==> config.mk <==
export PLATFORM = sky130hd
export DESIGN_NAME = branch_resolve_unit_flat
export DESIGN_NICKNAME = d
export VERILOG_FILES = /design/src/rtl/branch_resolve_unit_pkg.sv /design/src/rtl/branch_resolve_unit_if.sv /design/src/rtl/branch_resolve_unit_cond.sv /design/src/rtl/branch_resolve_unit.sv /design/src/flat_wrapper.sv
export SDC_FILE = /design/constraint.sdc
export NUM_CORES = 1
export LEC_CHECK = 0
export CORE_MARGIN = 3
export CORE_UTILIZATION = 43
export DETAILED_ROUTE_END_ITERATION = 6
export MAX_ROUTING_LAYER = met4
export PLACE_DENSITY_LB_ADDON = 0.3
export SLEW_MARGIN = 40
export SYNTH_ARGS = -nofsm -noshare
export SYNTH_HDL_FRONTEND = slang
export SYNTH_HIERARCHICAL = 1
export SYNTH_SLANG_ARGS = --single-unit
==> constraint.sdc <==
create_clock -name clk -period 3.1 [get_ports clk]
set_input_delay 0.465 -clock clk [delete_from_list [all_inputs] [get_ports clk]]
set_output_delay 0.465 -clock clk [all_outputs]
set_load 0.02 [all_outputs]
==> src/rtl/branch_resolve_unit_pkg.sv <==
// Shared definitions for the branch resolution stage: B-type condition codes and result record.
package branch_pkg;

    localparam int BR_XLEN = 32;

    localparam logic [2:0] F3_BEQ  = 3'b000;
    localparam logic [2:0] F3_BNE  = 3'b001;
    localparam logic [2:0] F3_BLT  = 3'b100;
    localparam logic [2:0] F3_BGE  = 3'b101;
    localparam logic [2:0] F3_BLTU = 3'b110;
    localparam logic [2:0] F3_BGEU = 3'b111;

    // Registered result; redirect_pc is sized to BR_XLEN, so the stage XLEN must match it.
    typedef struct packed {
        logic               taken;
        logic [BR_XLEN-1:0] redirect_pc;
        logic               mispredict;
        logic               illegal;
    } branch_result_t;

endpackage

==> src/rtl/branch_resolve_unit_if.sv <==
// Valid/ready bus between the issue logic (master) and the branch resolution stage (slave).
interface branch_resolve_unit_if
    import branch_pkg::*;
#(
    parameter int XLEN = BR_XLEN
);
    logic            flush;
    logic            in_valid;
    logic            in_ready;
    logic [2:0]      funct3;
    logic [XLEN-1:0] rs1_val;
    logic [XLEN-1:0] rs2_val;
    logic [XLEN-1:0] pc;
    logic [XLEN-1:0] imm;
    logic            pred_taken;
    logic [XLEN-1:0] pred_target;
    logic            out_valid;
    logic            out_ready;
    logic            out_taken;
    logic [XLEN-1:0] out_redirect_pc;
    logic            out_mispredict;
    logic            out_illegal;

    modport master (
        output flush, in_valid, funct3, rs1_val, rs2_val, pc, imm, pred_taken, pred_target, out_ready,
        input  in_ready, out_valid, out_taken, out_redirect_pc, out_mispredict, out_illegal
    );

    modport slave (
        input  flush, in_valid, funct3, rs1_val, rs2_val, pc, imm, pred_taken, pred_target, out_ready,
        output in_ready, out_valid, out_taken, out_redirect_pc, out_mispredict, out_illegal
    );
endinterface

==> src/rtl/branch_resolve_unit_cond.sv <==
// Combinational B-type condition evaluator: funct3 and operands to {taken, illegal}.
module branch_cond
    import branch_pkg::*;
#(
    parameter int XLEN = BR_XLEN
) (
    input  logic [2:0]      funct3,
    input  logic [XLEN-1:0] rs1_val,
    input  logic [XLEN-1:0] rs2_val,
    output logic            taken,
    output logic            illegal
);

    // Condition decode; 010/011 are reserved encodings and never take the branch.
    always_comb begin
        taken   = 1'b0;
        illegal = 1'b0;
        case (funct3)
            F3_BEQ:  taken = (rs1_val == rs2_val);
            F3_BNE:  taken = (rs1_val != rs2_val);
            F3_BLT:  taken = ($signed(rs1_val) <  $signed(rs2_val));
            F3_BGE:  taken = ($signed(rs1_val) >= $signed(rs2_val));
            F3_BLTU: taken = (rs1_val <  rs2_val);
            F3_BGEU: taken = (rs1_val >= rs2_val);
            default: illegal = 1'b1;
        endcase
    end

endmodule

==> src/rtl/branch_resolve_unit.sv <==
// EX-stage branch resolution with a one-entry output register and valid/ready handshake.
// Defining BRANCH_STATS_EN adds branch/taken/mispredict counters.
module branch_resolve_unit
    import branch_pkg::*;
#(
    parameter int XLEN = BR_XLEN
`ifdef BRANCH_STATS_EN
    ,
    parameter int CNT_W = 32
`endif
) (
    input  logic                 clk,
    input  logic                 reset,
    branch_resolve_unit_if.slave bus
`ifdef BRANCH_STATS_EN
    ,
    output logic [CNT_W-1:0]     stat_branches,
    output logic [CNT_W-1:0]     stat_taken,
    output logic [CNT_W-1:0]     stat_mispredict
`endif
);

    logic            cond_taken_s;
    logic            cond_illegal_s;
    logic [XLEN-1:0] target_s;
    logic [XLEN-1:0] seq_pc_s;
    logic            accept_s;
    branch_result_t  next_s;
    branch_result_t  result_r;
    logic            valid_r;

    branch_cond #(.XLEN(XLEN)) u_cond (
        .funct3  (bus.funct3),
        .rs1_val (bus.rs1_val),
        .rs2_val (bus.rs2_val),
        .taken   (cond_taken_s),
        .illegal (cond_illegal_s)
    );

    assign target_s = bus.pc + bus.imm;
    assign seq_pc_s = bus.pc + XLEN'(4);
    assign accept_s = bus.in_valid && bus.in_ready;

    // Next result; a taken branch with the right direction can still mispredict on target.
    always_comb begin
        next_s             = '0;
        next_s.taken       = cond_taken_s;
        next_s.illegal     = cond_illegal_s;
        next_s.redirect_pc = cond_taken_s ? target_s : seq_pc_s;
        next_s.mispredict  = (cond_taken_s != bus.pred_taken) ||
                             (cond_taken_s && bus.pred_taken && (target_s != bus.pred_target));
    end

    // Holding register: reset beats flush, flush beats accept, a consume clears valid.
    always_ff @(posedge clk) begin
        if (reset) begin
            valid_r  <= 1'b0;
            result_r <= '0;
        end else if (bus.flush) begin
            valid_r  <= 1'b0;
            result_r <= result_r;
        end else if (accept_s) begin
            valid_r  <= 1'b1;
            result_r <= next_s;
        end else if (bus.out_ready) begin
            valid_r  <= 1'b0;
            result_r <= result_r;
        end else begin
            valid_r  <= valid_r;
            result_r <= result_r;
        end
    end

    assign bus.in_ready        = !valid_r || bus.out_ready;
    assign bus.out_valid       = valid_r;
    assign bus.out_taken       = result_r.taken;
    assign bus.out_redirect_pc = result_r.redirect_pc;
    assign bus.out_mispredict  = result_r.mispredict;
    assign bus.out_illegal     = result_r.illegal;

`ifdef BRANCH_STATS_EN
    logic             hs_s;
    logic [CNT_W-1:0] branches_r;
    logic [CNT_W-1:0] taken_r;
    logic [CNT_W-1:0] mispredict_r;

    // An entry killed by a same-cycle flush never counts as delivered.
    assign hs_s = valid_r && bus.out_ready && !bus.flush;

    // Statistics counters, wrapping silently.
    always_ff @(posedge clk) begin
        if (reset) begin
            branches_r   <= '0;
            taken_r      <= '0;
            mispredict_r <= '0;
        end else if (hs_s) begin
            branches_r   <= branches_r + CNT_W'(1);
            taken_r      <= taken_r + CNT_W'(result_r.taken);
            mispredict_r <= mispredict_r + CNT_W'(result_r.mispredict);
        end else begin
            branches_r   <= branches_r;
            taken_r      <= taken_r;
            mispredict_r <= mispredict_r;
        end
    end

    assign stat_branches   = branches_r;
    assign stat_taken      = taken_r;
    assign stat_mispredict = mispredict_r;
`endif

endmodule
==> src/flat_wrapper.sv <==
// flat-port wrapper written by rule: the top's interface ports become plain ports
module branch_resolve_unit_flat import branch_pkg::*;
#(
    parameter int XLEN = BR_XLEN

)
  (clk, reset, bus_flush, bus_in_valid, bus_funct3, bus_rs1_val, bus_rs2_val, bus_pc, bus_imm, bus_pred_taken, bus_pred_target, bus_out_ready, bus_in_ready, bus_out_valid, bus_out_taken, bus_out_redirect_pc, bus_out_mispredict, bus_out_illegal);
  branch_resolve_unit_if #(.XLEN(XLEN)) bus_i ();
  input  logic clk;
  input  logic reset;
  input wire logic [$bits(bus_i.flush)-1:0] bus_flush;
  input wire logic [$bits(bus_i.in_valid)-1:0] bus_in_valid;
  input wire logic [$bits(bus_i.funct3)-1:0] bus_funct3;
  input wire logic [$bits(bus_i.rs1_val)-1:0] bus_rs1_val;
  input wire logic [$bits(bus_i.rs2_val)-1:0] bus_rs2_val;
  input wire logic [$bits(bus_i.pc)-1:0] bus_pc;
  input wire logic [$bits(bus_i.imm)-1:0] bus_imm;
  input wire logic [$bits(bus_i.pred_taken)-1:0] bus_pred_taken;
  input wire logic [$bits(bus_i.pred_target)-1:0] bus_pred_target;
  input wire logic [$bits(bus_i.out_ready)-1:0] bus_out_ready;
  output wire logic [$bits(bus_i.in_ready)-1:0] bus_in_ready;
  output wire logic [$bits(bus_i.out_valid)-1:0] bus_out_valid;
  output wire logic [$bits(bus_i.out_taken)-1:0] bus_out_taken;
  output wire logic [$bits(bus_i.out_redirect_pc)-1:0] bus_out_redirect_pc;
  output wire logic [$bits(bus_i.out_mispredict)-1:0] bus_out_mispredict;
  output wire logic [$bits(bus_i.out_illegal)-1:0] bus_out_illegal;
  assign bus_i.flush = bus_flush;
  assign bus_i.in_valid = bus_in_valid;
  assign bus_i.funct3 = bus_funct3;
  assign bus_i.rs1_val = bus_rs1_val;
  assign bus_i.rs2_val = bus_rs2_val;
  assign bus_i.pc = bus_pc;
  assign bus_i.imm = bus_imm;
  assign bus_i.pred_taken = bus_pred_taken;
  assign bus_i.pred_target = bus_pred_target;
  assign bus_i.out_ready = bus_out_ready;
  assign bus_in_ready = bus_i.in_ready;
  assign bus_out_valid = bus_i.out_valid;
  assign bus_out_taken = bus_i.out_taken;
  assign bus_out_redirect_pc = bus_i.out_redirect_pc;
  assign bus_out_mispredict = bus_i.out_mispredict;
  assign bus_out_illegal = bus_i.out_illegal;
  branch_resolve_unit #(.XLEN(XLEN)) u_core (.clk(clk), .reset(reset), .bus(bus_i));
endmodule
======== Yosys cells after proc, flatten, opt, wreduce, memory -nomap -nowiden ========
Index checks and enable logic that the tools add are counted.
cells by class
  add/sub/neg operators ................... 2
  magnitude comparators ................... 4
  equal/unequal tests ..................... 9
  multiplexer cells ....................... 5
  bitwise gates (word level) .............. 1
  reductions and logical operators ........ 11
operators by type and width
  kind                   count
  $ge 32x32->1           2
  $lt 32x32->1           2
  $ne 32x32->1           2
  $add 32x3->32 const B  1
  $add 32x32->32         1
  $eq 32x32->1           1
  $mux 32                1
  $eq 3x3->1 const B     4
  $pmux 1 s6             1
  $reduce_or 6->1        1
  $eq 3x1->1 const B     1
  $logic_and 1x1->1      3
  $logic_not 3->1        1
  $mux 1                 3
  $logic_or 1x1->1       2
  $reduce_and 2->1       1
  $reduce_bool 2->1      1
  $reduce_or 2->1        1
  $logic_not 1->1        1
  $ne 1x1->1             1
  $not 1->1              1
storage, ports and cells
  bits in registers ....................... 36
  input port bits ......................... 169
  output and inout bits ................... 37
  logic and storage cells ................. 37

======== Depth between registers and ports, before layout ========
  word-level depth ........................ 5
  depth in mapped cells ................... 13
  gate-level depth less buffers ........... 13

======== Modules after synthesis ========
The synthesis kept the hierarchy.
by module, submodules not included
  module               times used  cells an instance  area an instance (µm²)  sequential area each (µm²)
  branch_resolve_unit  1           677                4898.4                  720.7
  branch_cond          1           129                929.6                   0.0

======== Worst setup path before layout ========
OpenSTA, ideal clock, no wires.
  path kind ............................... input-to-reg
  start ................................... input bus_pc[0]
  end ..................................... register u_core.result_r (netlist bit u_core/bus.out_mispredict)
  setup time .............................. 0.126 ns
  data arrival time ....................... 2.984 ns
  data required time ...................... 2.974 ns
  slack ................................... -0.010 ns
  stages .................................. 12
  buffers on the path ..................... 0
  path through ............................ ha_1 -> fa_1 -> a21o_1 -> a221oi_4 -> o21ai_4 -> a21oi_4 -> xnor3_1 -> a211oi_1 -> and4_1 -> nand4_1 -> nor4_1 -> o22ai_1
between the ends
  longest elaborated chain between the ends .. 4
RTL lines
  item                  RTL line                   source
  from (decl)           flat_wrapper.sv:16         input wire logic [$bits(bus_i.pc)-1:0] bus_pc;
  $add 32x32->32        branch_resolve_unit.sv:40  assign target_s = bus.pc + bus.imm;
  $ne 32x32->1          branch_resolve_unit.sv:51  (cond_taken_s && bus.pred_taken && (target_s != bus.pred_target));
  $logic_and 1x1->1     branch_resolve_unit.sv:51
  $logic_or 1x1->1      branch_resolve_unit.sv:50  next_s.mispredict = (cond_taken_s != bus.pred_taken) ||
  to (signal assigned)  branch_resolve_unit.sv:61  result_r <= result_r;
  to (signal assigned)  branch_resolve_unit.sv:64  result_r <= next_s;
  to (signal assigned)  branch_resolve_unit.sv:67  result_r <= result_r;
  to (decl)             branch_resolve_unit.sv:29  branch_result_t result_r;
No other way between the ends.
A chain may end at the register's enable or synchronous reset.

======== Worst setup path after layout ========
  start ................................... input bus_rs2_val[8]
  end ..................................... register u_core.result_r (netlist bit u_core/bus.out_redirect_pc[25])
between the ends
  longest elaborated chain between the ends .. 3
  elaborated cells between the ends (all ways) .. 8
  classes of those cells .................. 4 x order compare; 2 x eq/ne; 2 x mux
RTL lines
  item                                        RTL line                        source
  from (decl)                                 flat_wrapper.sv:15              input wire logic [$bits(bus_i.rs2_val)-1:0] bus_rs2_val;
  $ge 32x32->1, or another cell as far along  branch_resolve_unit_cond.sv:24  F3_BGEU: taken = (rs1_val >= rs2_val);
  $pmux 1 s6 (*)                              branch_resolve_unit_cond.sv:18  case (funct3)
  net u_core.cond_taken_s                     branch_resolve_unit.sv:23       logic cond_taken_s;
  $mux 32 (*)                                 branch_resolve_unit.sv:49       next_s.redirect_pc = cond_taken_s ? target_s : seq_pc_s;
Mark *: on every way through the listed nets, which the timed path passes. The rest lies on a longest branch.

==> impl_metrics.py <==
metrics = {
    "logic_synthesis": {
        "yosysSeqAreaShare_pct": 12.4,
        "netlist_top_cells_count": "89 x nand2_1, 83 x a21oi_1, 74 x nor2_1, 65 x ha_1",
        "synth_most_common_cell": "nand2_1",
        "synth_area_mm2": 0.00583,
        "yosysTopAreaCell": "ha_1",
        "yosysWarnings": 6,
        "synth_seq_cells": 36,
        "synthTopCellsByArea": "ha_1 14%, dfxtp_1 12%, a21oi_1 7.1%, xnor2_1 6.5%, xor2_1 6.3%",
        "syn_inst": 806,
        "synth_edf_count": 0,
        "synth_flop_cell": "dfxtp_1",
        "synth_cell_types": 77,
        "ys_async_sr_fraction_pct": 0,
        "synth.top_cell.area_share_pct": 14.0,
        "avgSynthCellArea_um2": 7.23,
        "synth_nets": 1041,
    },
    "timing": {
        "period_share_pct": 104,
        "final-hold-violation-count": 0,
        "setup_viol": 13,
        "rsz0062_at_grt": "yes",
        "max_freq_mhz": 309,
        "worst_pin_slew_ps": 513,
        "layout_setup_ws_ps": -138,
        "layout_min_cycle_time_ps": 3240,
        "slew_violations": 0,
        "max_slew_margin_pct": 65.8,
        "holdWs_ps": 464,
        "clock_skew_ps": 2.38,
    },
    "clock_network": {
        "cts.clk_slew.worst_paths_ps": 50,
        "worstSkewPairLatency_ps": 280,
        "cts_root_buf": "clkbuf_16",
        "postCtsHoldBufs": 0,
        "cts_tree": "built",
        "cts_inserted_buffers": 5,
        "clk_path_buf_depth": 2,
        "clock_sinks": 36,
        "h-tree-depth": 2,
    },
    "min_path": {
        "worstHoldPathCells": 2,
        "min_delay_worst_endpoint": "u_core/bus.out_redirect_pc[10]",
        "hold_path_startpoint": "u_core/bus.out_redirect_pc[10]",
        "hold_class": "reg2reg",
    },
    "status": {
        "status": "finished, violations left",
        "violations": "DRC, setup timing",
    },
    "routing": {
        "drtIter0Drc": 783,
        "ant_nets": 0,
        "num_vias": 8376,
        "wirelength_um": 29900,
        "routed_via_density": 6.06,
        "firstDrtPassIters": 7,
        "wl_per_cell_um": 21.6,
        "drc": 3,
    },
    "power_and_ir_drop": {
        "finalPower_mw": 3.40,
        "p_int_mw": 2.06,
        "power.density_mw_per_mm2": 303,
        "pwr-share-seq_pct": 15.3,
        "p_sw_share_pct": 39.4,
        "irDropWorstVdd_v": 0.000220,
        "p_sw_mw": 1.34,
        "comb_power_share_pct": 66.7,
        "p_leak_nw": 5.02,
        "clock_power_share_pct": 18.1,
    },
    "place": {
        "place_area_mm2": 0.00936,
        "io_buffers": 205,
        "dpl.hpwl_um": 19300,
        "routabilityCongestion": 1.00,
        "place_inst": 1336,
    },
    "floorplan": {
        "dieArea_mm2": 0.0150,
        "ios": 206,
        "core_mm2": 0.0129,
        "fp.dieH_um": 122,
        "num_rows": 41,
        "initial_core_util_pct": 45.1,
        "die_w_um": 122,
    },
    "grt": {
        "grt_pass1_vias": 7891,
        "grtUsageTotal_pct": 32.5,
        "grt_pass1_wl_um": 38100,
        "antenna_found_initial": 1,
        "overflow": 0,
        "grt_start_max_net_pins": 46,
    },
    "finish": {
        "areaGrowthSynthToFinish_pct": 92.5,
        "final_cells": 1382,
        "stdcell_area_mm2": 0.0112,
        "final_layout_size_suffix_gt1_share_pct": 35.7,
        "fin_util_pct": 86.8,
        "nFillCells": 636,
        "finalNetCount": 1443,
    },
    "setup_path": {
        "endpoint_kind": "flip-flop",
        "r2r_end": "u_core/bus.out_redirect_pc[18]",
        "reg2reg_depth": 7,
        "rrSetupSlack_ps": 1380,
        "setup.worst_path.class": "in2reg",
        "arrival_ps": 3410,
        "worstPathMaxFanout": 8,
        "startpoint_type": "input port",
        "startpoint": "bus_rs2_val[8]",
        "critical_path_required_ps": 3270,
        "rr_startpoint": "u_core/bus.out_valid",
    },
    "run": {
        "max_cap_violations": 0,
    },
}
## cell type report
| class | count | area [um2] | share of cell area, % |
|---|---|---|---|
| multi-input cells | 690 | 5970 | 53.2 |
| repair buffers | 432 | 3970 | 35.4 |
| flip-flops and latches | 36 | 721 | 6.42 |
| well taps | 172 | 215 | 1.92 |
| inverters | 43 | 161 | 1.44 |
| clock buffers | 7 | 153 | 1.36 |
| clock inverters | 1 | 30.0 | 0.268 |
| diodes | 1 | 2.50 | 0.0223 |
## cells in the final DEF (no fill, tap or decap), types with 8 or more instances in the layout
cell type,synthesis,layout
o21ai_2,1,8
nand2_1,89,84
buf_4,6,210
nor3_1,17,14
o21ai_1,10,12
dfxtp_1,36,36
a211oi_1,21,10
dlymetal6s2s_1,0,61
dlygate4sd2_1,0,21
a21o_1,13,13
ha_4,0,54
nand3_1,26,23
inv_1,43,17
a211oi_2,1,11
ha_1,65,11
nor2b_1,10,9
inv_2,0,26
xnor2_1,43,40
o211ai_1,14,14
xor2_1,42,39
nand4_1,24,24
a21oi_2,1,22
o21ai_0,24,15
nor2_1,74,68
a21oi_1,83,61
buf_6,2,14
clkdlybuf4s50_1,0,116
## how the worst max path moves through the flow
stage / slack, ps / to / cells after the start
global placement: -720 / u_core/bus.out_mispredict / 13
floorplan: 50 / u_core/bus.out_mispredict / 12
detailed placement: -800 / u_core/bus.out_mispredict / 13
CTS: -10 / u_core/bus.out_mispredict / 12
finish: -140 / u_core/bus.out_redirect_pc[25] / 15
global route: -290 / u_core/bus.out_redirect_pc[25] / 16
## stage by stage
stage / setup TNS, ps / setup WS, ps
global placement: -10730 / -719
detailed placement: -12150 / -804
floorplan: 0 / 46.8
global route: -3040 / -290
finish: -760 / -138
CTS: -13.3 / -11.2
## critical path: stages
cell and delay, ps:
clkdlybuf4s50_1 480, inv_1 60, ha_1 310, nand4_1 160
nor4_1 280, buf_4 180, a311oi_1 80, a211o_2 310
nor3_4 200, buf_6 180, buf_8 140, nor2_1 70
a21oi_2 190, o21ai_0 120, nor2b_1 170
## per-layer routing
layer	share of wire, %	track usage, %	vias to the layer above	wire, um
met5	0	-	-	0
met4	5.3	13.6	0	1600
met3	10	4.06	143	3000
met2	49	56.8	570	14700
met1	36	37.6	3915	10600
li1	-	-	3748	-
## timing repair
| item | 4_1_cts | 5_1_grt |
|---|---|---|
| gates cloned | 0 | 2 |
| setup endpoints to repair | 26 | 33 |
| pin swaps | 63 | 87 |
| gates resized for setup | 117 | 203 |
| setup buffers | 18 | 19 |
## power by group through the flow
stage / Sequential [mW] / Clock [mW] / Combinational [mW]
after global routing: 0.522 / 0.629 / 2.37
after CTS: 0.516 / 0.617 / 1.91
final: 0.518 / 0.613 / 2.26
after floorplan: 0.564 / 0 / 0.831
after global placement: 0.524 / 0 / 1.72
after detailed placement: 0.526 / 0 / 1.75
## sequential cells by signal, indices dropped and copies added (netlist names)
signal and cells:
u_core/bus.out_redirect_pc 32, u_core/bus.out_valid 1, u_core/bus.out_mispredict 1, u_core/bus.out_taken 1, u_core/bus.out_illegal 1
## kinds of logic after synthesis
| logic type | synth area share (%) |
|---|---|
| AND/OR/NAND/NOR | 26.0 |
| buffers and inverters | 6.05 |
| adder cells (fa/ha/maj) | 14.3 |
| AO/OA/AOI/OAI | 25.8 |
| XOR/XNOR | 13.9 |
| multiplexers | 1.59 |
| flip-flops | 12.4 |
Power figures use the tool's default switching activity.
